## src/rtl/kevin_pkg.sv

```systemverilog
// Shared definitions for the Kevin nibble framer: class mask, nibble width, FSM states.
package kevin_pkg;

  localparam int NIB_W = 4;

  // Bit v set <=> v is a Kevin number: {1,5,6,7,9,10,12,14}
  localparam logic [15:0] KEVIN_MASK = 16'h56E2;

  typedef enum logic {
    IDLE    = 1'b0,
    COLLECT = 1'b1
  } state_t;

endpackage

```

## src/rtl/kevin_lut.sv

```systemverilog
// Combinational Kevin-set membership lookup for one nibble.
module kevin_lut
  import kevin_pkg::*;
(
  input  logic [NIB_W-1:0] value,
  output logic             hit
);

  assign hit = KEVIN_MASK[value];

endmodule

```

## src/rtl/kevin_stream_framer.sv

```systemverilog
// Frames a serial bit stream into MSB-first nibbles, classifies each one and
// tracks a saturating hit count plus a sticky alarm on runs of Kevin nibbles.
module kevin_stream_framer
  import kevin_pkg::*;
#(
  parameter int CNT_W   = 8,
  parameter int RUN_LEN = 3
)
(
  input  logic             clk,
  input  logic             rst,
  input  logic             frame_start,
  input  logic             bit_in,
  input  logic             bit_valid,
  input  logic             cnt_clr,
  input  logic             alarm_clr,
  output logic [NIB_W-1:0] nibble,
  output logic             nibble_valid,
  output logic             kevin_hit,
  output logic [CNT_W-1:0] hit_count,
  output logic             run_alarm,
  output logic             busy
);

  localparam logic [4:0] RUN_LEN_V = 5'(RUN_LEN);

  function automatic logic [CNT_W-1:0] sat_inc_cnt(input logic [CNT_W-1:0] v);
    return (&v) ? v : v + 1'b1;
  endfunction

  function automatic logic [3:0] sat_inc_run(input logic [3:0] v);
    return (&v) ? v : v + 4'd1;
  endfunction

  state_t state, state_nxt;

  logic [2:0]       shift_p0;
  logic [1:0]       bit_cnt_p0;
  logic [3:0]       run_cnt_p0;
  logic [NIB_W-1:0] nibble_p1;
  logic             hit_p1;
  logic             vld_p1;
  logic [CNT_W-1:0] cnt_p1;
  logic             alarm_p1;

  logic             accept;
  logic             done;
  logic [NIB_W-1:0] nib_word;
  logic             lut_hit;
  logic             alarm_set;

  // frame_start always wins over a plain bit accept, even on a 4th bit
  assign accept    = (state == COLLECT) && bit_valid && !frame_start;
  assign done      = accept && (bit_cnt_p0 == 2'd3);
  assign nib_word  = {shift_p0, bit_in};
  assign alarm_set = done && lut_hit && (({1'b0, run_cnt_p0} + 5'd1) == RUN_LEN_V);

  kevin_lut u_lut (
    .value (nib_word),
    .hit   (lut_hit)
  );

  always_ff @(posedge clk) begin
    if (rst) state <= IDLE;
    else     state <= state_nxt;
  end

  always_comb begin
    state_nxt = state;
    if (frame_start) state_nxt = COLLECT;
  end

  // Stage p0: bit accumulation; stage p1: completed nibble, class and counters
  always_ff @(posedge clk) begin
    if (rst) begin
      shift_p0   <= '0;
      bit_cnt_p0 <= '0;
      run_cnt_p0 <= '0;
      nibble_p1  <= '0;
      hit_p1     <= 1'b0;
      vld_p1     <= 1'b0;
      cnt_p1     <= '0;
      alarm_p1   <= 1'b0;
    end else begin
      vld_p1 <= done;
      if (frame_start) begin
        run_cnt_p0 <= '0;
        if (bit_valid) begin
          shift_p0   <= {2'b00, bit_in};
          bit_cnt_p0 <= 2'd1;
        end else begin
          shift_p0   <= '0;
          bit_cnt_p0 <= '0;
        end
      end else if (accept) begin
        shift_p0   <= {shift_p0[1:0], bit_in};
        bit_cnt_p0 <= bit_cnt_p0 + 2'd1;
        if (done) begin
          nibble_p1  <= nib_word;
          hit_p1     <= lut_hit;
          run_cnt_p0 <= lut_hit ? sat_inc_run(run_cnt_p0) : 4'd0;
        end
      end

      if (cnt_clr)               cnt_p1 <= '0;
      else if (done && lut_hit)  cnt_p1 <= sat_inc_cnt(cnt_p1);

      if (alarm_set)      alarm_p1 <= 1'b1;
      else if (alarm_clr) alarm_p1 <= 1'b0;
    end
  end

  assign nibble       = nibble_p1;
  assign nibble_valid = vld_p1;
  assign kevin_hit    = hit_p1;
  assign hit_count    = cnt_p1;
  assign run_alarm    = alarm_p1;
  assign busy         = (state == COLLECT);

endmodule

```

## config.mk

```make
export PLATFORM = sky130hd
export DESIGN_NAME = kevin_stream_framer
export DESIGN_NICKNAME = d
export VERILOG_FILES = /design/src/rtl/kevin_pkg.sv /design/src/rtl/kevin_lut.sv /design/src/rtl/kevin_stream_framer.sv
export SDC_FILE = /design/constraint.sdc
export NUM_CORES = 1
export LEC_CHECK = 0
export CAP_MARGIN = 0
export CORE_UTILIZATION = 50
export DETAILED_ROUTE_END_ITERATION = 16
export MAX_ROUTING_LAYER = met4
export PLACE_DENSITY = 0.77
export SLEW_MARGIN = 20
export SYNTH_ARGS = -nofsm -noshare
export SYNTH_HDL_FRONTEND = slang
export SYNTH_SLANG_ARGS = --single-unit
```

## constraint.sdc

```tcl
create_clock -name clk -period 3.8 [get_ports clk]
set_input_delay 0.76 -clock clk [delete_from_list [all_inputs] [get_ports clk]]
set_output_delay 0.76 -clock clk [all_outputs]
set_load 0.03 [all_outputs]
```

=== Word-level counts from Yosys, hierarchy flattened ===
Memory sizes are Yosys's and may differ from the RTL's.
Cells that the tools add are included.
Widths: inputs -> output; s select.

* Add/subtract/negate cells: 4
* $lt $le $gt $ge: 1
* Equality and inequality tests: 3
* Mux-type cells: 11
* Bitwise operators: 2
* Reduce and logical (&&, ||, !) cells: 15

{| class="wikitable"
|+ Operators by type and width
! cell !! number
|-
| $add 8x1->8 const B || 1
|-
| $mux 4 || 2
|-
| $reduce_and 8->1 || 1
|-
| $mux 3 || 2
|-
| $reduce_and 3->1 || 2
|-
| $add 4x1->5 const B || 1
|-
| $eq 5x2->1 const B || 1
|-
| $logic_and 1x1->1 || 5
|-
| $lt 4x5->1 const B || 1
|-
| $mux 1 || 5
|-
| $add 4x1->4 const B || 1
|-
| $mux 2 || 2
|-
| $reduce_and 4->1 || 1
|-
| $reduce_bool 2->1 || 2
|-
| $reduce_or 2->1 || 2
|-
| $add 2x1->2 const B || 1
|-
| $eq 2x2->1 const B || 1
|-
| $ne 2x2->1 const B || 1
|-
| $not 1->1 || 2
|-
| $reduce_and 2->1 || 1
|-
| $logic_not 1->1 || 1
|}

* Register bits after elaboration: 25
* Bits in read-only memories: 16
* Bits of input ports: 7
* Output and inout port bits: 16
* Word-level logic and storage cells: 46
* Memories kept: 1

{| class="wikitable"
|+ Memory list
! memory !! words !! bits a word !! rd ports !! clocked after Yosys merged registers in !! wr ports !! line !! text
|-
| (no name shown) || 16 || 1 || 1 || 0 || 0 || kevin_lut.sv:9 || <nowiki>assign hit = KEVIN_MASK[value];</nowiki>
|}

=== Longest topological paths before layout ===
Gate-level depths: netlist of the first run.

* Depth in word-level cells: 6
* Mapped depth: 7
* Mapped depth without buffers: 5

=== By module ===
From an unflattened synthesis of the first run, not the netlist that was laid out.

* Cell total of the unflattened synthesis: 140
* Area total of the unflattened synthesis: 1,189.9 sq um

{| class="wikitable"
|+ Modules (own cells, without submodules)
! module !! instances !! cells an instance !! area each (sq um) !! seq. area each (sq um)
|-
| kevin_stream_framer || 1 || 137 || 1,157.4 || 500.5
|-
| kevin_lut || 1 || 3 || 32.5 || 0.0
|}

=== Worst setup path before layout of the first run ===
No wires, ideal clock.

* Path kind: input to register
* Start point: input bit_valid
* End point: register cnt_p1[0], in the netlist hit_count[0]
* Setup time: 0.070 ns
* Data arrival time: 1.912 ns
* Data required time: 3.730 ns
* Setup slack: 1.818 ns
* Stages on the path: 7
* Path buffers: 3
* Cell sequence: buf_6 -> and4b_1 -> buf_6 -> o2111ai_4 -> buf_4 -> or3_1 -> a21oi_1

* Cells in the longest elaborated chain, start to end: 5

{| class="wikitable"
|+ Ends and longest elaborated chain
! element !! line !! text
|-
| from (decl) || kevin_stream_framer.sv:14 || <nowiki>input logic bit_valid,</nowiki>
|-
| $logic_and 1x1->1 (2 in series) || kevin_stream_framer.sv:53 || <nowiki>assign accept = (state == COLLECT) && bit_valid && !frame_start;</nowiki>
|-
| $logic_and 1x1->1 || kevin_stream_framer.sv:54 || <nowiki>assign done = accept && (bit_cnt_p0 == 2'd3);</nowiki>
|-
| $logic_and 1x1->1 || kevin_stream_framer.sv:106 || <nowiki>else if (done && lut_hit) cnt_p1 <= sat_inc_cnt(cnt_p1);</nowiki>
|-
| $reduce_and 2->1 (no line) || -- ||
|-
| to (signal assigned) || kevin_stream_framer.sv:106 ||
|-
| to (decl) || kevin_stream_framer.sv:43 || <nowiki>logic [CNT_W-1:0] cnt_p1;</nowiki>
|}

Every way passes these cells.
A chain may end at the register's enable or synchronous reset.

=== Worst setup path after layout of the first run ===
* Start point: input bit_valid
* End point: register cnt_p1[4], in the netlist hit_count[4]

Same word-level chain as after synthesis.

==> reports/qor.txt, run 1 <==
detailed-route wire length: 2550 µm
Crit path arrival time: 2.87 ns
placer congestion estimate: 0.791
min Tclk post-route: 2.61 ns
critical-path cell list: clkdlybuf4s50_1, and4b_1, o2111ai_4, or4_1, a21oi_1
EDFF count, synth: 0
share of cells above drive strength 1: 5.00%
CTS Hold Buffers Added: 0
most used routing layer: met2
IO Pins: 23
Routed Antenna Nets: 0
htree depth: 1
met2 Usage GRT: 36.4%
TritonCTS buffer count: 3
TNS Setup: 0 ns
startpoint types: input port
slowest cell on the critical path: clkdlybuf4s50_1
Initial Util: 54.2%
vias in the first global route: 956
clk sink count: 25
vias per cell: 5.84
dpl cells: 184
Critical Path Sink Type: register
Mapped Cells: 141
clock skew: 0.00232 ns
Syn Area/Cell: 8.74 µm²
endpoints failing setup: 0
Reg clk slew, reported paths: 0.12 ns
CP peak stage delay: 0.62 ns
number of port buffers: 22
Critical Path RT: 4.06 ns
#FFs+latches synth: 25
kind of critical path: input port to register
Hold Path Class: register to register
aggregate global routing overflow: 0
Clock Latency Late Sink: 0.32 ns
Slew @ Worst Pin: 0.437 ns
hpwl dp: 1860 µm
Final nets: 172
DR pass1 iterations: 4
slew margin rel.: 70.8%
Synth cell types: 41
Max Clock Freq: 383 MHz
Slew Viols, Final: 0
All-Layer GR Usage: 21.6%
Post-synth top flop: dfxtp_1
DR iter-0 viols: 14
Post-synth ARST share: 0%
largest net degree at the start of global routing: 15
period utilization: 68.7%
clock root cell: clkbuf_4
P per Cell Area: 283 nW/µm²
M1 GR Usage: 26.4%
Peak VDD IR: 0.265 mV
first-pass GRT wire length: 4170 µm
final-report hold violation count: 0
outcome: completed
Crit path max-delay family: simple AND/OR/NAND/NOR gates
post-CTS setup buffer count: 0
Cell Count, Final, Fillers Out: 188
Bufs and invs on worst path: 1
drt wl/cell: 13.6 µm
die area: 2670 µm²
CTS tree: yes
initial antenna violation count: 0
Antenna Cells: 0
Cell Area, Synth: 1230 µm²
Layout area overhead: 18.6%
clk buf depth: 2
Net Count, Synth: 152
Rows: 17
via count: 1,097
Die H: 51.6 µm
yosys warns: 0
P_leak: 0.478 nW
post-synthesis sequential area ratio: 40.6%
Max-Cap Viols: 0
RSZ-0062 raised after global routing: false
Final Util: 64.2%
Die Width: 51.6 µm
Remaining DRCs: 0
met3 Track Usage GR: 6.14%
post_cts resized: 0
total core area: 2280 µm²
largest fanout on the critical path: 13
-- where the power goes --
part,internal (mW),leakage [nW],switching [mW]
Clock,0.0411,0.0150,0.0749
Combinational,0.0130,0.261,0.0164
Sequential,0.264,0.202,0.00379
Total,0.318,0.478,0.0952
-- cells in the final DEF, fill, tap and decap left out, types with 2 or more instances in the layout --
cell              n
a211oi_1          2
a21oi_1          19
and3_1            2
clkbuf_4          3
clkdlybuf4s50_1  22
dfxtp_1          25
ha_1              4
inv_1             4
nand2_1          20
nand3_1           8
nor2_1            7
nor3_1            2
o211ai_1          3
o21ai_0           2
o21ai_1           2
o31ai_1           5
or3_1             4
or4_1             4
-- state kept, by name, summed over array words and instances (netlist names) --
signal        count
bit_cnt_p0        2
run_alarm         1
busy              1
shift_p0          3
nibble            4
run_cnt_p0        4
kevin_hit         1
hit_count         8
nibble_valid      1
-- layer usage --
metal / share of wire (%) / vias up
li1: - / 560
met1: 48 / 520
met2: 49 / 17
met3: 2.7 / 0
met4: 0 / 0
met5: 0 / -
-- final timing paths --
kind | from | end | slack, ns | cells after the start
max | bit_valid | hit_count[4] | 1.19 | 5
min | nibble[0] | nibble[0] | 0.47 | 2
max reg2reg | busy | hit_count[4] | 1.70 | 4
min reg2reg | nibble[0] | nibble[0] | 0.47 | 2
-- Yosys cell counts (2+ instances only) --
cell      instances  area, µm²
o211ai_1          3       22.5
a21oi_1          19       95.1
and3_1            2       12.5
nand3_1           8       40.0
or3_1             4       25.0
a211oi_1          2       15.0
inv_1             4       15.0
o21ai_0           2       10.0
o31ai_1           5       37.5
dfxtp_1          25        500
clkbuf_1          2       7.51
ha_1              4       50.1
o21ai_1           2       10.0
buf_6             3       33.8
nor3_1            2       10.0
nand2_1          20       75.1
or4_1             4       30.0
nor2_1            7       26.3
-- kinds of logic (layout without fill, tap and decap cells) --
logic type | count (synthesis) | count (layout) | synth area share (%)
buf+inv | 11 | 30 | 5.48
flops | 25 | 25 | 40.6
simple gates | 57 | 57 | 24.2
fa+ha+maj | 4 | 4 | 4.06
mux | 2 | 2 | 2.03
xor+xnor | 1 | 1 | 0.711
compound gates | 41 | 41 | 22.9
-- cell type report --
cell class / count / area (µm²)
Timing Repair Buffer: 22 / 220
Tap cell: 28 / 35.0
Multi-Input combinational cell: 105 / 664
Clock buffer: 4 / 26.3
Sequential cell: 25 / 500
Inverter: 4 / 15.0
Fill cell: 209 / 815
-- metrics by stage --
stage | setup slack [ns] | cell area, µm² | hold slack, ns | power [mW]
floorplan | 1.82 | 1230 | 0.440 | 0.293
global placement | 0.945 | 1440 | 0.446 | 0.302
detailed placement | 0.861 | 1440 | 0.450 | 0.303
CTS | 1.21 | 1460 | 0.468 | 0.420
global route | 1.05 | 1460 | 0.487 | 0.433
finish | 1.19 | 1460 | 0.467 | 0.414
-- tightest hold or removal path, cell delays in order, from the launching register on --
cell and delay, ns:
dfxtp_1 0.33, nand2_1 0.05, a21oi_1 0.05
(Power assumes the default switching activity.)
==> run 2, diff against run 1 <==
Clock period 3.8 ns to 2.6 ns, I/O delays scaled along.
==> run 2 against run 1 <==
Compared with the run above:
- final cell count increased by 2.7%
- largest power group unchanged
- clock skew increased by 0.0050 ns
- die area unchanged
- sequential power increased by 46%
- worst hold slack got worse by 0.0037 ns
- clock power increased by 53%
- wire length increased by 3.1%
- clock-buffer cell count decreased by 1
- non-clock buffer count increased by 5
==> reports/qor.txt, run 2 (same netlist as run 1, synthesis figures left out) <==
outcome: completed
Final nets: 177
drt wl/cell: 13.6 µm
RR Endpoint: hit_count[4]
kind of critical path: register to output port
Final Util: 66.0%
largest fanout on the critical path: 11
IO Pins: 23
Bufs and invs on worst path: 1
P per Cell Area: 411 nW/µm²
period utilization: 81.6%
share of cells above drive strength 1: 8.48%
initial antenna violation count: 0
CP peak stage delay: 0.74 ns
Slew @ Worst Pin: 0.410 ns
min Tclk post-route: 2.12 ns
clk sink count: 25
TritonCTS buffer count: 3
clock root cell: clkbuf_4
Reg clk slew, reported paths: 0.14 ns
critical-path cell list: clkdlybuf4s50_1
post-CTS setup buffer count: 0
DR pass1 iterations: 4
RSZ-0062 raised after global routing: false
slew margin rel.: 72.7%
Slew Viols, Final: 0
Hold Path Class: register to register
Critical Path RT: 2.08 ns
Critical Path Sink Type: output port
CTS Hold Buffers Added: 0
vias per cell: 5.84
first-pass GRT wire length: 4480 µm
Max-Cap Viols: 0
slowest cell on the critical path: clkdlybuf4s50_1
end of the critical path: busy
P_leak: 0.501 nW
aggregate global routing overflow: 0
CTS tree: yes
Routed Antenna Nets: 0
Worst Reg-to-Reg Cells: 4
Crit path max-delay family: buffers and inverters
Initial Util: 54.2%
critical path startpoint: busy
total core area: 2280 µm²
Remaining DRCs: 0
max FFs per register: 8
worst r2r src: busy
Crit path arrival time: 1.60 ns
Peak VDD IR: 0.301 mV
largest net degree at the start of global routing: 16
die area: 2670 µm²
Die H: 51.6 µm
Clock Latency Late Sink: 0.32 ns
most frequent cells in the layout: dfxtp_1 (25), clkdlybuf4s50_1 (22), nand2_1 (20), a21oi_1 (19), nand3_1 (8)
DR iter-0 viols: 17
final-report hold violation count: 0
most common cell after layout, fill and taps aside: dfxtp_1
via count: 1,128
TNS Setup: 0 ns
startpoint types: register
All-Layer GR Usage: 23.1%
Max Clock Freq: 471 MHz
post_cts resized: 0
Rows: 17
Die Width: 51.6 µm
Layout area overhead: 21.9%
Antenna Cells: 0
number of port buffers: 22
placer congestion estimate: 0.831
R2R setup slack: 0.74 ns
hpwl dp: 1980 µm
htree depth: 1
vias in the first global route: 1,005
cell depth of the worst setup path: 1
detailed-route wire length: 2630 µm
endpoints failing setup: 0
hold_ws: 0.463 ns
clock skew: 0.00735 ns
clk buf depth: 2
-- run 2: power breakdown --
part	internal [mW]	total [mW]	switching, mW	leakage, nW
clock network	0.0588	0.178	0.120	0.0139
registers	0.386	0.392	0.00548	0.202
logic	0.0221	0.0475	0.0255	0.285
-- run 2: worst min-delay path by stage --
stage	startpoint	end	cells after the start
detailed placement	nibble[0]	nibble[0]	2
global route	nibble[0]	nibble[0]	2
floorplan	bit_cnt_p0[1]	bit_cnt_p0[1]	2
global placement	nibble[0]	nibble[0]	2
CTS	nibble[0]	nibble[0]	2
finish	nibble[0]	nibble[0]	2
-- run 2: metal layers --
metal / vias up / GRT usage (%) / part of all wire (%)
met5: - / - / 0
met3: 4 / 3.51 / 4.4
met1: 521 / 28.8 / 47
met4: 0 / 8.11 / 1.1
met2: 28 / 37.9 / 47
li1: 575 / - / -
-- run 2: cell type report --
cell class                 count  area, µm²
fill                         196        773
tap                           28       35.0
clock buffer                   3       22.5
timing repair buffer          27        258
sequential                    25        500
inverter                       4       15.0
clock inverter                 1       7.51
multi-input combinational    105        664
-- run 2: stage by stage --
stage / worst slack (ns) / area [µm²] / power (mW) / std cells
6_report: 0.479 / 1500 / 0.618 / 193
5_1_grt: 0.401 / 1500 / 0.645 / 193
3_3_place_gp: 0.278 / 1470 / 0.446 / 189
4_1_cts: 0.472 / 1500 / 0.626 / 193
3_5_place_dp: 0.229 / 1470 / 0.448 / 189
2_1_floorplan: 0.788 / 1230 / 0.428 / 141
-- run 2: worst min-delay path, stage by stage, from the launching register on --
cell     delay, ns
dfxtp_1       0.33
nand2_1       0.05
a21oi_1       0.05
